### src/rtl/prog_mem_if.sv
// Fetch/load/control bundle for the dual-port program memory.
// The master drives requests; the slave (memory) returns fetch data, acks and status.
`timescale 1ns/1ps
interface prog_mem_if #(
    parameter int DATA_SIZE = 16,
    parameter int ADDR_SIZE = 4
);
    logic                 clr;
    logic                 init_busy;
    logic                 f_req;
    logic [ADDR_SIZE-1:0] f_addr;
    logic                 f_ready;
    logic                 f_valid;
    logic [DATA_SIZE-1:0] f_data;
    logic                 f_perr;
    logic                 l_we;
    logic [ADDR_SIZE-1:0] l_addr;
    logic [DATA_SIZE-1:0] l_data;
    logic                 l_perr_inj;
    logic                 l_ack;

    modport master (
        output clr, f_req, f_addr, l_we, l_addr, l_data, l_perr_inj,
        input  init_busy, f_ready, f_valid, f_data, f_perr, l_ack
    );

    modport slave (
        input  clr, f_req, f_addr, l_we, l_addr, l_data, l_perr_inj,
        output init_busy, f_ready, f_valid, f_data, f_perr, l_ack
    );
endinterface

### src/rtl/prog_mem_dp.sv
// Program memory: one fetch port, one load port, self-clearing sweep after reset/clr.
// Optional per-word even parity is enabled by defining PROG_MEM_PARITY_EN.
`timescale 1ns/1ps
module prog_mem_dp #(
    parameter int                   DATA_SIZE  = 16,
    parameter int                   ADDR_SIZE  = 4,
    parameter logic [DATA_SIZE-1:0] FILL_VALUE = '0
) (
    input  logic      clk,
    input  logic      rstn,
    prog_mem_if.slave bus
);
    localparam int DEPTH = 2 ** ADDR_SIZE;
`ifdef PROG_MEM_PARITY_EN
    localparam int WORD_W = DATA_SIZE + 1;
`else
    localparam int WORD_W = DATA_SIZE;
`endif

    localparam logic [0:0] ST_INIT  = 1'b0;
    localparam logic [0:0] ST_READY = 1'b1;

    function automatic logic even_par(input logic [DATA_SIZE-1:0] d);
        return ^d;
    endfunction

    function automatic logic [WORD_W-1:0] encode(input logic [DATA_SIZE-1:0] d,
                                                 input logic inj);
`ifdef PROG_MEM_PARITY_EN
        return {even_par(d) ^ inj, d};
`else
        return (inj & 1'b0) ? '0 : d;
`endif
    endfunction

    logic [0:0]           state;
    logic [ADDR_SIZE-1:0] ptr;
    logic                 busy;
    logic                 f_acc;
    logic                 l_acc;
    logic                 mem_we;
    logic [ADDR_SIZE-1:0] mem_wa;
    logic [WORD_W-1:0]    mem_wd;
    logic [WORD_W-1:0]    rd_word;
    logic [WORD_W-1:0]    mem [DEPTH];

    assign busy          = (state == ST_INIT);
    assign bus.init_busy = busy;
    assign bus.f_ready   = !busy;
    assign f_acc         = bus.f_req && !busy;
    assign l_acc         = bus.l_we && !busy;

    // Sweep controller: one fill write per cycle, clr restarts from address 0
    always_ff @(posedge clk or negedge rstn) begin
        if (!rstn) begin
            state <= ST_INIT;
            ptr   <= '0;
        end else begin
            case (state)
                ST_INIT: begin
                    if (bus.clr) begin
                        ptr <= '0;
                    end else begin
                        ptr <= ptr + ADDR_SIZE'(1);
                        if (ptr == '1) state <= ST_READY;
                    end
                end
                ST_READY: begin
                    if (bus.clr) begin
                        state <= ST_INIT;
                        ptr   <= '0;
                    end
                end
                default: state <= ST_INIT;
            endcase
        end
    end

    // Single write port shared by the sweep and the load port (never both active)
    assign mem_we = busy || l_acc;
    assign mem_wa = busy ? ptr : bus.l_addr;
    assign mem_wd = busy ? encode(FILL_VALUE, 1'b0) : encode(bus.l_data, bus.l_perr_inj);

    always_ff @(posedge clk) begin
        if (mem_we) mem[mem_wa] <= mem_wd;
    end

    // Write-first: a same-address load in the fetch cycle is forwarded
    assign rd_word = (l_acc && (bus.l_addr == bus.f_addr)) ? mem_wd : mem[bus.f_addr];

    // Stage p1: registered fetch result and load acknowledge
    logic                 f_vld_p1;
    logic [DATA_SIZE-1:0] f_data_p1;
    logic                 l_ack_p1;

    always_ff @(posedge clk or negedge rstn) begin
        if (!rstn) begin
            f_vld_p1  <= 1'b0;
            f_data_p1 <= '0;
            l_ack_p1  <= 1'b0;
        end else begin
            f_vld_p1 <= f_acc;
            l_ack_p1 <= l_acc;
            if (f_acc) f_data_p1 <= rd_word[DATA_SIZE-1:0];
        end
    end

    assign bus.f_valid = f_vld_p1;
    assign bus.f_data  = f_data_p1;
    assign bus.l_ack   = l_ack_p1;

`ifdef PROG_MEM_PARITY_EN
    logic f_perr_p1;

    always_ff @(posedge clk or negedge rstn) begin
        if (!rstn) begin
            f_perr_p1 <= 1'b0;
        end else if (f_acc) begin
            f_perr_p1 <= even_par(rd_word[DATA_SIZE-1:0]) ^ rd_word[DATA_SIZE];
        end
    end

    assign bus.f_perr = f_perr_p1;
`else
    assign bus.f_perr = 1'b0;
`endif
endmodule
### src/flat_wrapper.sv
// flat-port wrapper written by rule: the top's interface ports become plain ports
module prog_mem_dp_flat 
#(
    parameter int                   DATA_SIZE  = 16,
    parameter int                   ADDR_SIZE  = 4,
    parameter logic [DATA_SIZE-1:0] FILL_VALUE = '0
)
  (clk, rstn, bus_clr, bus_f_req, bus_f_addr, bus_l_we, bus_l_addr, bus_l_data, bus_l_perr_inj, bus_init_busy, bus_f_ready, bus_f_valid, bus_f_data, bus_f_perr, bus_l_ack);
  prog_mem_if #(.DATA_SIZE(DATA_SIZE), .ADDR_SIZE(ADDR_SIZE)) bus_i ();
  input  logic clk;
  input  logic rstn;
  input wire logic [$bits(bus_i.clr)-1:0] bus_clr;
  input wire logic [$bits(bus_i.f_req)-1:0] bus_f_req;
  input wire logic [$bits(bus_i.f_addr)-1:0] bus_f_addr;
  input wire logic [$bits(bus_i.l_we)-1:0] bus_l_we;
  input wire logic [$bits(bus_i.l_addr)-1:0] bus_l_addr;
  input wire logic [$bits(bus_i.l_data)-1:0] bus_l_data;
  input wire logic [$bits(bus_i.l_perr_inj)-1:0] bus_l_perr_inj;
  output wire logic [$bits(bus_i.init_busy)-1:0] bus_init_busy;
  output wire logic [$bits(bus_i.f_ready)-1:0] bus_f_ready;
  output wire logic [$bits(bus_i.f_valid)-1:0] bus_f_valid;
  output wire logic [$bits(bus_i.f_data)-1:0] bus_f_data;
  output wire logic [$bits(bus_i.f_perr)-1:0] bus_f_perr;
  output wire logic [$bits(bus_i.l_ack)-1:0] bus_l_ack;
  assign bus_i.clr = bus_clr;
  assign bus_i.f_req = bus_f_req;
  assign bus_i.f_addr = bus_f_addr;
  assign bus_i.l_we = bus_l_we;
  assign bus_i.l_addr = bus_l_addr;
  assign bus_i.l_data = bus_l_data;
  assign bus_i.l_perr_inj = bus_l_perr_inj;
  assign bus_init_busy = bus_i.init_busy;
  assign bus_f_ready = bus_i.f_ready;
  assign bus_f_valid = bus_i.f_valid;
  assign bus_f_data = bus_i.f_data;
  assign bus_f_perr = bus_i.f_perr;
  assign bus_l_ack = bus_i.l_ack;
  prog_mem_dp #(.DATA_SIZE(DATA_SIZE), .ADDR_SIZE(ADDR_SIZE), .FILL_VALUE(FILL_VALUE)) u_core (.clk(clk), .rstn(rstn), .bus(bus_i));
endmodule
### config.mk
export PLATFORM = sky130hd
export DESIGN_NAME = prog_mem_dp_flat
export DESIGN_NICKNAME = d
export VERILOG_FILES = /design/src/rtl/prog_mem_if.sv /design/src/rtl/prog_mem_dp.sv /design/src/flat_wrapper.sv
export SDC_FILE = /design/constraint.sdc
export NUM_CORES = 1
export LEC_CHECK = 0
export ABC_AREA = 1
export BUFFER_PORTS_ARGS = -buffer_cell sky130_fd_sc_hd__buf_2
export CORE_UTILIZATION = 50
export DETAILED_ROUTE_END_ITERATION = 16
export PLACE_DENSITY = 0.67
export REMOVE_ABC_BUFFERS = 1
export SYNTH_ARGS = -nofsm -noshare
export SYNTH_HDL_FRONTEND = slang
export SYNTH_SLANG_ARGS = --single-unit
### constraint.sdc
create_clock -name clk -period 3.4 [get_ports clk]
set_input_delay 0 -clock clk [delete_from_list [all_inputs] [get_ports clk]]
set_output_delay 0 -clock clk [all_outputs]
set_load 0.02 [all_outputs]
==> results.txt <==
The largest buffer count on any clock path is 3. The register bit total from synthesis is 279. The effective utilization at floorplan is 51.3%. The kind of critical path is flip-flop to flip-flop. In this run the number of H-tree levels came out at 1. The total chip power is 7.30 mW. The worst-skew pair later-pin latency came out at 530 ps. Global routing used 24.6% of the available tracks. The total area of sequential cells came out at 8260 um^2.

The number of placed instances with taps included is 1403. The relative max-transition margin is 41.6%. The most numerous cell type found on the critical path is nand2_1. The via count is 8026. The number of gates resized after CTS came out at 0. The aggregate negative setup slack is 0 ps. 0 antenna diodes ended up in the layout. The number of sinks handled by clock tree synthesis is 279. The clock edge transition at the registers on the reported setup and hold paths is 60 ps. The clock tree from TritonCTS is built.

The endpoint type of the worst setup path is a flip-flop. The core area came out at 22800 um^2. The count of final hold-check violations is 0. The routed design has 28600 um of wire.

The wire length of the first global-routing pass came out at 44000 um. The TritonCTS buffer count is 29. The cell area after synthesis is 11700 um^2. The final hold slack is 5.31 ps. The maximum fanout encountered on the critical timing path came out at 18. The relative area change from synthesis to final layout is 15.2%. The data arrival time of the worst path came out at 2900 ps.

Dividing the detail-routed wire length by the instance count gives 19.4 um. In the final layout, the share of cells above drive strength 1 is 12.3%. Setup repair after global routing left no endpoint under its margin. The flow ran to the end, and the final reports show no timing, DRC or antenna violations. The class of the worst hold path is input pin to flip-flop. The number of distinct library cells after synthesis came out at 27. The number of antenna violations at the first check in global routing is 0. In this run the vertical extent of the chip is 155 um. The final cell count without fillers came out at 1475. The average footprint of a synthesized cell came out at 10.9 um^2. The maximum vdd ir drop is 0.393 mV.

The net count of the finished layout is 1171. Traced cell by cell, the critical path runs through inv_4 > nand2_1 > nand2_1 > inv_1 > nand3_1 > nor2_2 > buf_4. The power per unit of standard cell area is 543 nW/um^2. Max-cap violations in this run came to 0.

The number of buffers added on ports is 48. The total of endpoints with negative setup slack in the final report is 0. From left edge to right edge, the die measures 155 um. The pre-antenna-repair detailed-routing pass consisted of 6 iterations.

The clock period could shrink to 2690 ps. The standard-cell row count came out at 55. Among all stages on the critical path, the largest delay is contributed by dfrtp_1. The synthesized instance count came out at 1069. The final count of pins violating max slew was 0. STA classifies the critical path startpoint as a flip-flop. Once placement finished, the instance area stood at 12400 um^2. The count of buffering cells on the critical path with inverters included came out at 3.

After routing the design area is 13500 um^2. Clock skew on the completed layout was measured at 6.39 ps. The remaining number of nets flagged by the antenna check after routing is 0. The remaining design rule violation count came out at 0. The endpoint required time on the critical path is 3610 ps. The leakage component of the power is 5.41 nW. The count of filler cells inserted in the layout came out at 1862. Pin placement for this block handled 51 I/O pins. The number of DRC violations after detailed-routing iteration 0 came out at 803. The detail-routed via count per cell is 5.44. The routability-driven placement congestion ratio came out at 0.820.

The fraction of the cycle the final worst path needs is 79.0%. The die footprint is 24000 um^2. The global route total overflow came out at 0.

On the worst path, the slowest cell contributes a delay of 910 ps. The fraction of the yosys area taken by sequential cells came out at 70.8%. The area occupied by multi-input gates is 2980 um^2. The half-perimeter wire length after placement came out at 15700 um.

Entering global routing, the biggest net connects 130 pins. For this run, the top clock speed supported by timing is 372 MHz. For the pin with the worst max-slew slack, the measured transition is 876 ps. The via count of the first global-routing pass came out at 7528.

The clock tree root driver cell is clkbuf_16. Among cell families on the critical path, the largest total delay comes from flip-flops. The total number of yosys warnings is 0.
placed cells by master (no fill, tap or decap), types with 2 or more instances in the layout:
| master | n |
|---|---|
| a21oi_1 | 3 |
| buf_12 | 4 |
| buf_2 | 47 |
| buf_4 | 31 |
| clkbuf_1 | 11 |
| clkbuf_16 | 31 |
| clkbuf_8 | 2 |
| clkinv_1 | 7 |
| clkinv_2 | 4 |
| dfrtp_1 | 23 |
| dlygate4sd3_1 | 19 |
| edfxtp_1 | 256 |
| inv_1 | 46 |
| nand2_1 | 171 |
| nand3_1 | 136 |
| nor2_1 | 226 |
| nor2_2 | 12 |
| nor3_2 | 4 |
| o21ai_0 | 115 |
through the flow:
stage	util, %	setup WS [ps]
final	59.1	714
after CTS	59.1	737
after global placement	54.3	796
after detailed placement	54.3	739
after floorplan	-	459
after global routing	59.1	584
layout make-up:
type | instances | area share, %
sequential | 279 | 61.4
multi-input combinational | 678 | 22.1
clock buffer | 44 | 6.28
timing repair buffer | 101 | 5.49
tap | 313 | 2.91
inverter | 51 | 1.45
clock inverter | 9 | 0.316
routing by layer:
metal  share of wire, %  wire length (um)  GRT usage [%]  vias to the layer above
met4                1.9               533           7.12                        0
met3                5.6              1600           2.30                       50
met1                 44             12500           34.6                     3890
li1                   -                 -              -                     3798
met2                 49             14000           40.9                      288
met5                  0                 0              0                        -
registers in the layout (all words and copies together), names as in the netlist:
register,count
u_core.bus.f_valid,1
u_core.bus.f_data,16
u_core.mem,256
u_core.bus.l_ack,1
u_core.ptr,4
u_core.bus.f_ready,1
Yosys cell counts (all sizes together):
master,number,share of area [%]
edfxtp,256,66
nor2,240,7.9
nand2,173,5.6
nand3,137,5.9
o21ai,115,4.9
inv,50,1.6
buf,39,1.8
dfrtp,23,4.9
clkbuf,22,0.71
nor3,5,0.21
a21oi,3,0.13
clkinv,1,0.032
conb,1,0.032
ha,1,0.11
nor4,1,0.054
o31ai,1,0.064
or2,1,0.054
cell families after synthesis:
group                      after synthesis  share of synthesized area, %
AOI/OAI and AO/OA                      119                          5.12
and+or+nand+nor                        557                          19.8
other                                    1                        0.0321
buffers and inverters                  112                          4.17
adders and majority gates                1                         0.107
DFF                                    279                          70.8
timing repair:
item	4_1_cts	5_1_grt
setup endpoints to repair	0	0
hold endpoints to repair	45	0
hold buffers	19	0
buffers inserted	0	0
worst paths after layout:
check / from / endpoint / slack (ps) / cells past startpoint
worst min register to register: u_core.bus.f_data[5] / u_core.bus.f_data[5] / 470 / 2
min in group asynchronous: rstn / u_core.bus.f_data[13] / 70 / 2
max in group asynchronous: rstn / u_core.bus.f_data[7] / 2860 / 2
worst max register to register: u_core.bus.f_ready / u_core.mem[15][0] / 710 / 7
worst max-delay path: u_core.bus.f_ready / u_core.mem[15][0] / 710 / 7
worst min-delay path: bus_f_req / u_core.bus.f_data[2] / 5 / 5
worst reg2reg max path: stages, from the launching register on:
cell and delay (ps):
dfrtp_1 910, inv_4 130, nand2_1 130, nand2_1 110
inv_1 110, nand3_1 210, nor2_2 400, buf_4 350
power by group:
part	switching (mW)	leakage (nW)	total (mW)	internal [mW]
clock	1.22	0.433	2.92	1.70
sequential	0.0283	2.81	3.83	3.80
combinational	0.375	2.16	0.549	0.174
total	1.62	5.41	7.30	5.68
Note: power is estimated with default switching activity, not from simulation.
